`config.mk`:
```
export PLATFORM = sky130hd
export DESIGN_NAME = coeff_bank_streamer
export DESIGN_NICKNAME = d
export VERILOG_FILES = /design/src/rtl/coeff_bank_streamer_pkg.sv /design/src/rtl/coeff_bank_ram.sv /design/src/rtl/coeff_bank_streamer.sv
export SDC_FILE = /design/constraint.sdc
export NUM_CORES = 1
export LEC_CHECK = 0
export ABC_AREA = 1
export CORE_UTILIZATION = 38
export CTS_CLUSTER_SIZE = 14
export DETAILED_ROUTE_END_ITERATION = 10
export HOLD_SLACK_MARGIN = 0.12
export PLACE_DENSITY = 0.5
export SYNTH_ARGS = -nofsm -noshare
export SYNTH_HDL_FRONTEND = slang
export SYNTH_SLANG_ARGS = --single-unit
```
`constraint.sdc`:
```
create_clock -name i_clock -period 3.7 [get_ports i_clock]
set_input_delay 0.37 -clock i_clock [delete_from_list [all_inputs] [get_ports i_clock]]
set_output_delay 0.37 -clock i_clock [all_outputs]
set_load 0.02 [all_outputs]
```
`src/rtl/coeff_bank_streamer_pkg.sv`:
```
// Shared definitions for the coefficient bank streamer: defaults, FSM states
// and the width helper used to size address and bank fields.
package coeff_bank_streamer_pkg;

  localparam int unsigned DEF_LENGTH     = 20;
  localparam int unsigned DEF_DATA_WIDTH = 18;
  localparam int unsigned DEF_NUM_BANKS  = 2;

  typedef enum logic [1:0] {
    ST_IDLE   = 2'd0,
    ST_STREAM = 2'd1,
    ST_DONE   = 2'd2
  } state_e;

  // ceil(log2(n)) with a floor of one bit so single-entry fields stay legal
  function automatic int unsigned width_of(input int unsigned n);
    return (n <= 32'd1) ? 32'd1 : 32'($clog2(n));
  endfunction

endpackage

```
`src/rtl/coeff_bank_ram.sv`:
```
// Flat coefficient store for all banks: one write port, one registered read
// port whose output register holds its value while no read is requested.
module coeff_bank_ram #(
  parameter int unsigned DEPTH      = 40,
  parameter int unsigned DATA_WIDTH = 18,
  parameter int unsigned ADDR_W     = 6
) (
  input  logic                         i_clock,
  input  logic                         i_reset_n,
  input  logic                         i_wr_en,
  input  logic [ADDR_W-1:0]            i_wr_addr,
  input  logic signed [DATA_WIDTH-1:0] i_wr_data,
  input  logic                         i_rd_en,
  input  logic [ADDR_W-1:0]            i_rd_addr,
  output logic signed [DATA_WIDTH-1:0] o_rd_data
);

  logic signed [DATA_WIDTH-1:0] r_mem [DEPTH];
  logic signed [DATA_WIDTH-1:0] r_rd_data;

  // Storage is deliberately never reset so contents survive a reset
  always_ff @(posedge i_clock) begin
    if (i_wr_en) r_mem[i_wr_addr] <= i_wr_data;
  end

  always_ff @(posedge i_clock) begin
    if (!i_reset_n)   r_rd_data <= '0;
    else if (i_rd_en) r_rd_data <= r_mem[i_rd_addr];
  end

  assign o_rd_data = r_rd_data;

endmodule

```
`src/rtl/coeff_bank_streamer.sv`:
```
// Streams one coefficient set per start from a selectable bank over a
// valid/ready handshake, with optional looping and guarded bank reloads.
module coeff_bank_streamer
  import coeff_bank_streamer_pkg::*;
#(
  parameter  int unsigned LENGTH     = DEF_LENGTH,
  parameter  int unsigned DATA_WIDTH = DEF_DATA_WIDTH,
  parameter  int unsigned NUM_BANKS  = DEF_NUM_BANKS,
  localparam int unsigned ADDR_W     = width_of(LENGTH),
  localparam int unsigned BANK_W     = width_of(NUM_BANKS)
) (
  input  logic                         i_clock,
  input  logic                         i_reset_n,
  input  logic                         i_wr_en,
  input  logic [BANK_W-1:0]            i_wr_bank,
  input  logic [ADDR_W-1:0]            i_wr_addr,
  input  logic signed [DATA_WIDTH-1:0] i_wr_data,
  output logic                         o_wr_err,
  input  logic                         i_start,
  input  logic [BANK_W-1:0]            i_bank_sel,
  input  logic                         i_loop_mode,
  input  logic                         i_stop,
  output logic                         o_coeff_valid,
  input  logic                         i_coeff_ready,
  output logic signed [DATA_WIDTH-1:0] o_coeff_out,
  output logic [ADDR_W-1:0]            o_coeff_index,
  output logic                         o_coeff_last,
  output logic                         o_busy,
  output logic                         o_done
);

  localparam int unsigned DEPTH    = NUM_BANKS * LENGTH;
  localparam int unsigned RAM_AW   = width_of(DEPTH);
  localparam int unsigned LAST_IDX = LENGTH - 1;

  state_e              r_state;
  logic                r_valid, r_last, r_busy, r_done, r_wr_err, r_loop;
  logic [ADDR_W-1:0]   r_index;
  logic [BANK_W-1:0]   r_bank;

  logic                w_start_ok, w_accept, w_at_last, w_wr_ok, w_wr_rej, w_rd_en;
  logic [BANK_W-1:0]   w_rd_bank;
  logic [ADDR_W-1:0]   w_rd_idx;
  logic [RAM_AW-1:0]   w_rd_addr, w_wr_addr;

  assign w_start_ok = (r_state == ST_IDLE) && i_start && (32'(i_bank_sel) < NUM_BANKS);
  assign w_accept   = r_valid && i_coeff_ready;
  assign w_at_last  = (32'(r_index) == LAST_IDX);

  // Fetch the beat that will be presented after this edge
  always_comb begin
    w_rd_en   = 1'b0;
    w_rd_bank = r_bank;
    w_rd_idx  = '0;
    if (w_start_ok) begin
      w_rd_en   = 1'b1;
      w_rd_bank = i_bank_sel;
    end else if ((r_state == ST_STREAM) && w_accept && !i_stop) begin
      if (!w_at_last) begin
        w_rd_en  = 1'b1;
        w_rd_idx = r_index + ADDR_W'(1);
      end else if (r_loop) begin
        w_rd_en = 1'b1;
      end
    end
  end

  assign w_rd_addr = RAM_AW'(32'(w_rd_bank) * LENGTH + 32'(w_rd_idx));
  assign w_wr_addr = RAM_AW'(32'(i_wr_bank) * LENGTH + 32'(i_wr_addr));

  // The bank being streamed (or about to be) is locked against writes
  assign w_wr_ok  = i_wr_en
                 && (32'(i_wr_addr) < LENGTH)
                 && (32'(i_wr_bank) < NUM_BANKS)
                 && !(r_busy && (i_wr_bank == r_bank))
                 && !(w_start_ok && (i_wr_bank == i_bank_sel));
  assign w_wr_rej = i_wr_en && !w_wr_ok;

  coeff_bank_ram #(
    .DEPTH      (DEPTH),
    .DATA_WIDTH (DATA_WIDTH),
    .ADDR_W     (RAM_AW)
  ) u_ram (
    .i_clock   (i_clock),
    .i_reset_n (i_reset_n),
    .i_wr_en   (w_wr_ok && i_reset_n),
    .i_wr_addr (w_wr_addr),
    .i_wr_data (i_wr_data),
    .i_rd_en   (w_rd_en),
    .i_rd_addr (w_rd_addr),
    .o_rd_data (o_coeff_out)
  );

  always_ff @(posedge i_clock) begin
    if (!i_reset_n) begin
      r_state  <= ST_IDLE;
      r_valid  <= 1'b0;
      r_index  <= '0;
      r_last   <= 1'b0;
      r_busy   <= 1'b0;
      r_done   <= 1'b0;
      r_wr_err <= 1'b0;
      r_bank   <= '0;
      r_loop   <= 1'b0;
    end else begin
      r_wr_err <= w_wr_rej;
      r_done   <= 1'b0;
      case (r_state)
        ST_IDLE: begin
          if (w_start_ok) begin
            r_state <= ST_STREAM;
            r_bank  <= i_bank_sel;
            r_loop  <= i_loop_mode;
            r_valid <= 1'b1;
            r_busy  <= 1'b1;
            r_index <= '0;
            r_last  <= 1'b0;
          end
        end
        ST_STREAM: begin
          if (i_stop) begin
            r_state <= ST_IDLE;
            r_valid <= 1'b0;
            r_busy  <= 1'b0;
            r_last  <= 1'b0;
          end else if (w_accept) begin
            if (!w_at_last) begin
              r_index <= r_index + ADDR_W'(1);
              r_last  <= (32'(r_index) + 32'd1 == LAST_IDX);
            end else if (r_loop) begin
              // Gapless wrap; loop mode is re-sampled for the next pass
              r_index <= '0;
              r_last  <= 1'b0;
              r_done  <= 1'b1;
              r_loop  <= i_loop_mode;
            end else begin
              r_state <= ST_DONE;
              r_valid <= 1'b0;
              r_busy  <= 1'b0;
              r_last  <= 1'b0;
              r_done  <= 1'b1;
            end
          end
        end
        ST_DONE: r_state <= ST_IDLE;
        default: r_state <= ST_IDLE;
      endcase
    end
  end

  assign o_coeff_valid = r_valid;
  assign o_coeff_index = r_index;
  assign o_coeff_last  = r_last;
  assign o_busy        = r_busy;
  assign o_done        = r_done;
  assign o_wr_err      = r_wr_err;

endmodule
```
==> results of run 1 <==
final cells by class:
type                            instances  area, um^2  area share, %
Tap cell                             1134        1420           3.82
Sequential cell                       751       22200           59.9
Antenna cell                            2        5.00         0.0135
Timing Repair Buffer                  165        1510           4.06
Clock inverter                         38         380           1.02
Inverter                              496        1870           5.03
Multi-Input combinational cell       1568        7390           19.9
Clock buffer                          113        2300           6.20
registers in the layout, summed over array words and instances (netlist names):
name,cells
u_ram.r_mem,720
o_wr_err,1
o_done,1
u_ram.o_rd_data,18
o_coeff_index,5
r_bank,1
o_coeff_last,1
r_state,2
r_loop,1
o_busy,1
what timing repair did:
action                                  in CTS  in global routing
endpoints found under the setup margin       0                  1
hold endpoints to repair                     0                  0
hold buffers                                 0                  0
resized for setup                            0                  1
cell usage after synthesis (8+ instances only):
| cell | count | area, um^2 |
|---|---|---|
| o211ai_1 | 36 | 270 |
| edfxtp_1 | 720 | 21600 |
| buf_2 | 76 | 380 |
| nor2_1 | 269 | 1010 |
| dfxtp_1 | 31 | 621 |
| inv_2 | 14 | 52.6 |
| clkinv_1 | 8 | 30.0 |
| a21oi_1 | 100 | 500 |
| o21ai_0 | 107 | 536 |
| o21ai_1 | 27 | 135 |
| or2_2 | 9 | 56.3 |
| nand3_1 | 560 | 2800 |
| nand2_1 | 414 | 1550 |
| clkbuf_1 | 39 | 146 |
| or2_0 | 9 | 56.3 |
| inv_1 | 474 | 1780 |
| buf_4 | 12 | 90.1 |
| ha_1 | 8 | 100 |
| buf_1 | 30 | 113 |
cell families (layout without fill, tap and decap cells):
family          Yosys count  count (layout)  share of synthesized area (%)
compound gates          271             271                           4.51
xor+xnor                  5               5                          0.160
fa+ha+maj                 8               8                          0.312
buf+inv                 657             812                           8.19
flops                   751             751                           69.2
other cells               0               2                              0
simple gates           1284            1284                           17.6
through the flow:
step / setup WS (ps) / hold WS (ps) / cells
after floorplan: 783 / 469 / 2976
after global routing: 154 / 182 / 4265
after detailed placement: 68.8 / 474 / 4114
after CTS: 282 / 169 / 4265
final: 325 / 207 / 4267
after global placement: 6.31 / 462 / 4114
path summary, 6_finish.rpt:
check / cells past startpoint / endpoint / slack, ps / from
max: 11 / u_ram.o_rd_data[8] / 320 / o_coeff_index[0]
min: 1 / u_ram.r_mem[18][4] / 210 / i_wr_data[4]
max reg2reg: 11 / u_ram.o_rd_data[8] / 320 / o_coeff_index[0]
min reg2reg: 2 / o_coeff_last / 480 / o_coeff_last
report_power, final:
group | total, mW | leakage (nW) | internal [mW] | switching [mW]
clock network | 8.20 | 1.30 | 4.73 | 3.46
registers | 9.40 | 6.73 | 9.35 | 0.0433
logic | 1.01 | 6.51 | 0.262 | 0.744
worst register-to-register path: stages (launching register included):
cell and delay [ps]:
dfxtp_1 580, inv_1 170, ha_1 310, inv_1 70, nand3_4 100, clkinv_1 840
buf_4 540, nand3_1 100, nand3_1 140, nand3_1 250, nand3_1 110, a21oi_1 130
routing by layer:
metal / vias to the layer above / track usage, % / part of all wire (%)
met5: - / 0 / 0
met4: 0 / 9.17 / 3.9
met3: 162 / 3.05 / 5.8
met2: 717 / 38.2 / 48
met1: 10878 / 31.8 / 43
li1: 10190 / - / -
layout by cell type (no fill, tap or decap), drive strengths merged, types with 20 or more instances in the layout:
| cell | n |
|---|---|
| o211ai | 36 |
| clkinv | 33 |
| o21ai | 134 |
| buf | 122 |
| nor2 | 275 |
| or2 | 20 |
| clkbuf | 113 |
| inv | 492 |
| clkdlybuf4s50 | 43 |
| dfxtp | 31 |
| nand3 | 561 |
| a21oi | 100 |
| edfxtp | 720 |
| nand2 | 418 |
==> run summary, run 1 <==
Critical path's top delay family = buffers and inverters
Drt pass-1 iters = 6
Antenna Nets Post-Route = 0
Status = completed
Most Frequent Cell on Critical Path = nand3_1
Max-slew violation count = 0
Max FO, Critical Path = 25
Global-route wire length before repair = 146000 um
Area after DPL = 34400 um^2
Row Count = 106
Die Y-Extent = 293 um
Syn. warnings = 0
Power Total = 18.6 mW
Post-synth ARST share = 0%
GRT Resource Usage Total = 23.4%
Period utilization = 91.2%
Share of cells above drive strength 1 = 10.1%
Min-Delay Path Class = in -> reg
Clk_lat worst skew = 650 ps
Number of max-cap violations = 0
Critical path, cell by cell = inv_1 -> ha_1 -> inv_1 -> nand3_4 -> clkinv_1 -> buf_4 -> nand3_1 -> nand3_1 -> nand3_1 -> nand3_1 -> a21oi_1
Chip Width = 293 um
CP peak stage delay = 840 ps
Area grow syn2layout = 15.5%
Die Area = 85700 um^2
Crit path time final = 3380 ps
Dominant synthesized flop cell = edfxtp_1
Register area share after synthesis = 69.2%
RSZ-0062 raised after global routing = false
CP arrival = 3960 ps
Antenna violations before repair = 6
Fin util = 44.4%
Achievable Freq = 296 MHz
IO Pins = 60
Cts bufs inserted = 84
Total congestion overflow = 0
CP Buf/Inv Count = 4
Fin. Hold Viols = 0
Vias in the first global route = 21199
Tightest Pin Transition = 1150 ps
Setup CP Type = reg -> reg
Count of input and output buffers = 59
CTS tree = done
Slowest stage cell, crit path = clkinv_1
Remaining DRCs = 0
H-tree levels = 3
Post-CTS Setup Inserts = 0
Clk sinks = 751
Vias per inst = 5.14
Initial Utilization = 38.4%
Clk root buf = clkbuf_16
Final #Nets = 3106
Post-synth EDFFs = 720
Setup TNS = 0 ps
Avg Cell Area, Syn = 10.8 um^2
Yosys reg bits = 751
Worst setup SP type = flop
CP Data Required Time = 4290 ps
Clk slew on worst S/H paths = 60 ps
Syn Std Cell Area = 32100 um^2
Power per standard cell area = 501 nW/um^2
Vias post-DR = 21947
HPWL after DPL = 58800 um
Core area = 83700 um^2
Worst Skew = 31.6 ps
DR WL/cell = 23.5 um
Peak VDD IR = 0.369 mV
Leakage = 14.5 nW
Longest Clk Path Bufs = 3
Largest net degree at the start of global routing = 107
CP endpoint kind = flop
FILL cells = 7836
RePlAce Congestion = 0.862
Final wirelength = 100000 um
Starting DRT DRC Count = 2088
Synth cell types = 34
Slew HR = 23.3%
Final setup fails = 0
Synth Instances = 2976
Design Area, Final = 37100 um^2
Syn_nets = 3016
Power figures use the tool's default switching activity.
==> inputs of run 2 (changes only) <==
CORE_MARGIN = 2   (was unset)
==> run summary, run 2 (synthesized netlist as in run 1, its figures left out) <==
Tightest Pin Transition = 1120 ps (-30.8 ps)
Max FFs per register = 720 (unchanged)
Post-CTS Setup Inserts = 0 (unchanged)
Crit path launch = o_coeff_index[0]
Antenna violations before repair = 3 (-3)
Drt pass-1 iters = 6 (unchanged)
Remaining DRCs = 0 (unchanged)
FILL cells = 7842 (+0.077%)
Crit path time final = 3220 ps (-154 ps)
Status = completed
Switch share = 23.0% (+0.18 points)
Clk slew on worst S/H paths = 70 ps (about the same)
Share of cells above drive strength 1 = 10.3% (+0.22 points)
HPWL after DPL = 60600 um (+3.1%)
RSZ-0062 raised after global routing = false
Worst setup SP type = flop
Clk_lat worst skew = 640 ps (about the same)
Starting DRT DRC Count = 2173 (+4.1%)
Internal power = 14.2 mW (-0.76%)
Die Y-Extent = 295 um (+0.68%)
Longest Clk Path Bufs = 3 (unchanged)
Core area = 83700 um^2 (unchanged)
Antenna Nets Post-Route = 0 (unchanged)
Final setup fails = 0 (unchanged)
Clk sinks = 751 (unchanged)
Cts bufs inserted = 84 (unchanged)
Leakage = 14.6 nW (+0.70%)
Vias post-DR = 21980 (+0.15%)
CTS Hold Bufs = 0 (unchanged)
Setup CP Type = reg -> reg
Slew HR = 25.4% (+2.1 points)
DR WL/cell = 23.7 um (+0.91%)
Period utilization = 87.1% (-4.2 points)
Achievable Freq = 310 MHz (+4.8%)
Max-slew violation count = 0 (unchanged)
Power per standard cell area = 496 nW/um^2 (-1.0%)
Chip Width = 295 um (+0.68%)
CP Data Required Time = 4230 ps (-60 ps)
Area grow syn2layout = 16.1%
H-tree levels = 3 (unchanged)
Initial Utilization = 38.4% (unchanged)
Total congestion overflow = 0 (unchanged)
Worst Skew = 32.8 ps (+1.19 ps)
Switch Pwr = 4.26 mW (+0.23%)
Clock power share = 43.8% (-0.3 points)
Final #Nets = 3123 (+0.55%)
Post-cts sizing count = 0 (unchanged)
IO Pins = 60 (unchanged)
Fin. Hold Viols = 0 (unchanged)
Clk root buf = clkbuf_16
Max FO, Critical Path = 51 (+100%)
Number of max-cap violations = 0 (unchanged)
Count of input and output buffers = 59 (unchanged)
Reg2reg setup slack = 480 ps (+150 ps)
CP endpoint kind = flop
Vias per inst = 5.13 (-0.34%)
Die Area = 86900 um^2 (+1.4%)
Largest net degree at the start of global routing = 103 (-3.7%)
Global-route wire length before repair = 148000 um (+1.8%)
Logic pwr share = 5.5% (about the same)
RePlAce Congestion = 0.865 (+0.34%)
Hold path start = i_wr_data[9]
Min-Delay Path Class = in -> reg
Final wirelength = 102000 um (+1.4%)
CP arrival = 3750 ps (-210 ps)
Seq pwr share = 50.8% (+0.3 points)
Worst r2r src = o_coeff_index[0]
Row Count = 106 (unchanged)
CTS tree = done
Peak VDD IR = 0.432 mV (+17%)
Fin util = 44.6% (+0.21 points)
Most flops, register = u_ram.r_mem
Setup TNS = 0 ps (unchanged)
Commonest non-fill, non-tap cells in the layout = 720 x edfxtp_1, 559 x nand3_1, 474 x inv_1
GRT Resource Usage Total = 23.6% (+0.12 points)
Vias in the first global route = 21585 (+1.8%)
Commonest non-fill, non-tap cell in the layout = edfxtp_1
run 2: changes by cell type in the layout (fill, tap and decap cells not counted), moves of 2 or more:
| cell | before | now |
|---|---|---|
| clkdlybuf4s50_1 | 43 | 49 |
| clkinv_2 | 11 | 13 |
| buf_2 | 16 | 10 |
| clkinv_1 | 20 | 23 |
| clkbuf_1 | 21 | 24 |
| buf_4 | 90 | 102 |
| buf_12 | 16 | 21 |
| clkinvlp_4 | 4 | 1 |
run 2: power by group through the flow:
stage,clock network (mW),logic [mW],registers (mW)
floorplan,0,0.412,9.58
global placement,0,1.01,9.57
detailed placement,0,1.01,9.57
CTS,8.22,1.02,9.39
global route,8.53,1.09,9.39
finish,8.10,1.01,9.39
run 2: worst paths after layout:
path,to,depth (start not counted)
worst max register to register,u_ram.o_rd_data[17],13
worst max-delay path,u_ram.o_rd_data[17],13
worst min-delay path,u_ram.r_mem[23][9],1
worst min register to register,o_coeff_last,2
run 2: layer usage:
metal / track usage (%) / share of wire, %
met1: 32.0 / 44
met2: 37.7 / 47
met3: 4.33 / 5.9
met4: 8.71 / 3.8
met5: 0 / 0
run 2: stage by stage:
stage | power (mW) | hold WS [ps] | instance area [um^2] | setup slack [ps] | instances
after floorplan | 9.99 | 469 | 32100 | 783 | 2976
after global placement | 10.6 | 464 | 34600 | 218 | 4131
after detailed placement | 10.6 | 474 | 34600 | 217 | 4131
after CTS | 18.6 | 210 | 37300 | 528 | 4286
after global routing | 19.0 | 210 | 37300 | 330 | 4286
final | 18.5 | 228 | 37300 | 479 | 4288
run 2: critical path: stages (launching register included):
cell	delay [ps]
dfxtp_1	290
buf_4	160
ha_1	270
nand2_1	130
nor2_4	70
nor2_8	180
nand2_8	270
buf_12	280
o21ai_0	830
nand3_1	150
nand3_1	140
nand3_1	100
nand3_1	90
a21oi_1	70
run 2: cell type report:
type                            instances  area (um^2)  share of cell area [%]
Clock buffer                          114         2270                    6.10
Timing Repair Buffer                  182         1730                    4.63
Clock inverter                         41          369                   0.990
Inverter                              496         1860                    5.00
Antenna cell                            2         5.00                  0.0134
Tap cell                             1134         1420                    3.80
Multi-Input combinational cell       1568         7390                    19.8
Sequential cell                       751        22200                    59.6
==> inputs of run 3 (changes only) <==
CORE_MARGIN = unset   (was 2)
GPL_TIMING_DRIVEN = 0   (was unset)
==> run summary, run 3 (synthesized netlist as in run 1, its figures left out) <==
CTS tree = done
Commonest non-fill, non-tap cells in the layout = 720 x edfxtp_1, 560 x nand3_1, 474 x inv_1
Clk_lat worst skew = 640 ps (about the same)
Achievable Freq = 281 MHz (-9.5%)
Antenna Nets Post-Route = 0 (unchanged)
Max-slew violation count = 0 (unchanged)
Crit Reg-Reg Endpoint = u_ram.o_rd_data[11]
Count of input and output buffers = 59 (unchanged)
Antenna violations before repair = 4 (+1)
Slowest stage cell, crit path = ha_2
Leakage = 14.8 nW (+1.4%)
Longest Clk Path Bufs = 3 (unchanged)
Crit path time final = 3560 ps (+337 ps)
Max FFs per register = 720 (unchanged)
Chip Width = 293 um (-0.68%)
Min-Delay Path Class = in -> reg
Cts bufs inserted = 85 (+1.2%)
Core area = 83700 um^2 (unchanged)
Critical path, cell by cell = ha_1 -> nand2_1 -> nor2_4 -> nor3_2 -> ha_2 -> buf_2 -> nand3_1 -> nand3_1 -> nand3_1 -> nand3_1 -> nand3_1 -> a21oi_1
Die Area = 85700 um^2 (-1.4%)
Initial Utilization = 38.4% (unchanged)
Worst Hold End = u_ram.r_mem[8][4]
Number of max-cap violations = 0 (unchanged)
Reg2reg setup slack = 140 ps (-340 ps)
Fin. Hold Viols = 0 (unchanged)
Clk sinks = 751 (unchanged)
CP Data Required Time = 4280 ps (+50 ps)
Remaining DRCs = 0 (unchanged)
Slew HR = 34.7% (+9.4 points)
Worst Skew = 24.9 ps (-7.92 ps)
Final setup fails = 0 (unchanged)
Most flops, register = u_ram.r_mem
RePlAce Congestion = 0.982 (+14%)
Hold path start = i_wr_data[4]
Area grow syn2layout = 17.9%
Die Y-Extent = 293 um (-0.68%)
Period utilization = 96.2% (+9.1 points)
H-tree levels = 3 (unchanged)
Most Frequent Cell on Critical Path = nand3_1
IO Pins = 60 (unchanged)
HPWL after DPL = 83700 um (+38%)
Setup CP Type = reg -> reg
Max FO, Critical Path = 10 (-80%)
Vias in the first global route = 22057 (+2.2%)
CP peak stage delay = 520 ps (-310 ps)
Setup ws final = 142 ps (-337 ps)
Tightest Pin Transition = 978 ps (-141 ps)
Hold Path Depth = 1 (unchanged)
Worst setup SP type = flop
Setup TNS = 0 ps (unchanged)
FILL cells = 7781 (-0.78%)
Final wirelength = 116000 um (+14%)
Clk slew on worst S/H paths = 60 ps (about the same)
Row Count = 106 (unchanged)
Clk root buf = clkbuf_16
Hold Slack = 166 ps (-61.3 ps)
Dpl ws = -1060 ps (-1280 ps)
Power per standard cell area = 495 nW/um^2 (-0.24%)
RSZ-0062 raised after global routing = false
Commonest non-fill, non-tap cell in the layout = edfxtp_1
Status = completed
Total congestion overflow = 0 (unchanged)
CP arrival = 4140 ps (+390 ps)
CP endpoint kind = flop
DR WL/cell = 26.6 um (+12%)
Worst r2r src = o_coeff_index[0]
Starting DRT DRC Count = 2867 (+32%)
Share of cells above drive strength 1 = 11.7% (+1.4 points)
Vias per inst = 5.25 (+2.3%)
GRT Resource Usage Total = 27.3% (+3.8 points)
Drt pass-1 iters = 5 (-1)
Vias post-DR = 22947 (+4.4%)
Final #Nets = 3211 (+2.8%)
Largest net degree at the start of global routing = 37 (-64%)
Worst Reg-to-Reg Cells = 12 (-1)
Global-route wire length before repair = 164000 um (+11%)
Peak VDD IR = 0.364 mV (-16%)
-- run 3: worst max-delay path by stage --
stage,startpoint,endpoint,slack [ps],cells past startpoint
floorplan,o_coeff_index[0],u_ram.o_rd_data[17],780,14
global placement,i_coeff_ready,u_ram.o_rd_data[17],-1020,15
detailed placement,i_coeff_ready,u_ram.o_rd_data[17],-1060,15
CTS,o_coeff_index[0],u_ram.o_rd_data[15],20,12
global route,o_coeff_index[0],u_ram.o_rd_data[17],70,14
finish,o_coeff_index[0],u_ram.o_rd_data[11],140,12
-- run 3: metrics by stage --
stage / total power, mW / instances / area, um^2 / utilization (%)
after floorplan: 9.99 / 2976 / 32100 / -
after global placement: 10.6 / 4169 / 34100 / 40.8
after detailed placement: 10.7 / 4219 / 35100 / 42.0
after CTS: 18.8 / 4373 / 37900 / 45.2
after global routing: 19.2 / 4373 / 37900 / 45.3
final: 18.7 / 4375 / 37900 / 45.3
-- run 3: layer usage --
metal  global-route usage [%]  routed length (um)  vias to the layer above
met2                     42.9               52900                     1035
li1                         -                   -                    10418
met3                     4.22                9230                      191
met4                     9.87                4510                        0
met5                        0                   0                        -
met1                     38.3               49600                    11303
-- run 3: layout make-up --
cell class | count | area [um^2] | share of cell area [%]
multi-input cells | 1568 | 7410 | 19.6
flip-flops and latches | 751 | 22200 | 58.7
repair buffers | 110 | 1460 | 3.86
well taps | 1134 | 1420 | 3.75
diodes | 2 | 5.00 | 0.0132
clock buffers | 112 | 2260 | 5.96
inverters | 496 | 1870 | 4.93
clock inverters | 43 | 409 | 1.08
plain buffers | 159 | 802 | 2.12
-- run 3: what timing repair did --
item                                    CTS  global route
gates resized for setup                  40             6
cloned                                    0             0
buffers inserted                          0             0
endpoints found under the setup margin   18            16
endpoints found under the hold margin     4             0
hold buffers                              1             0
-- run 3: worst max-delay path, delay by kind of cell (launching register included) --
kind                     cells  cell delay, ps
AO/OA/AOI/OAI                1             180
adder cells (fa/ha/maj)      2             810
buffers and inverters        1             460
flip-flops                   1             440
AND/OR/NAND/NOR              8            1560
-- run 3: report_power, final --
part           internal [mW]  switching (mW)
combinational          0.292           0.856
clock                   4.78            3.44
sequential              9.35          0.0220
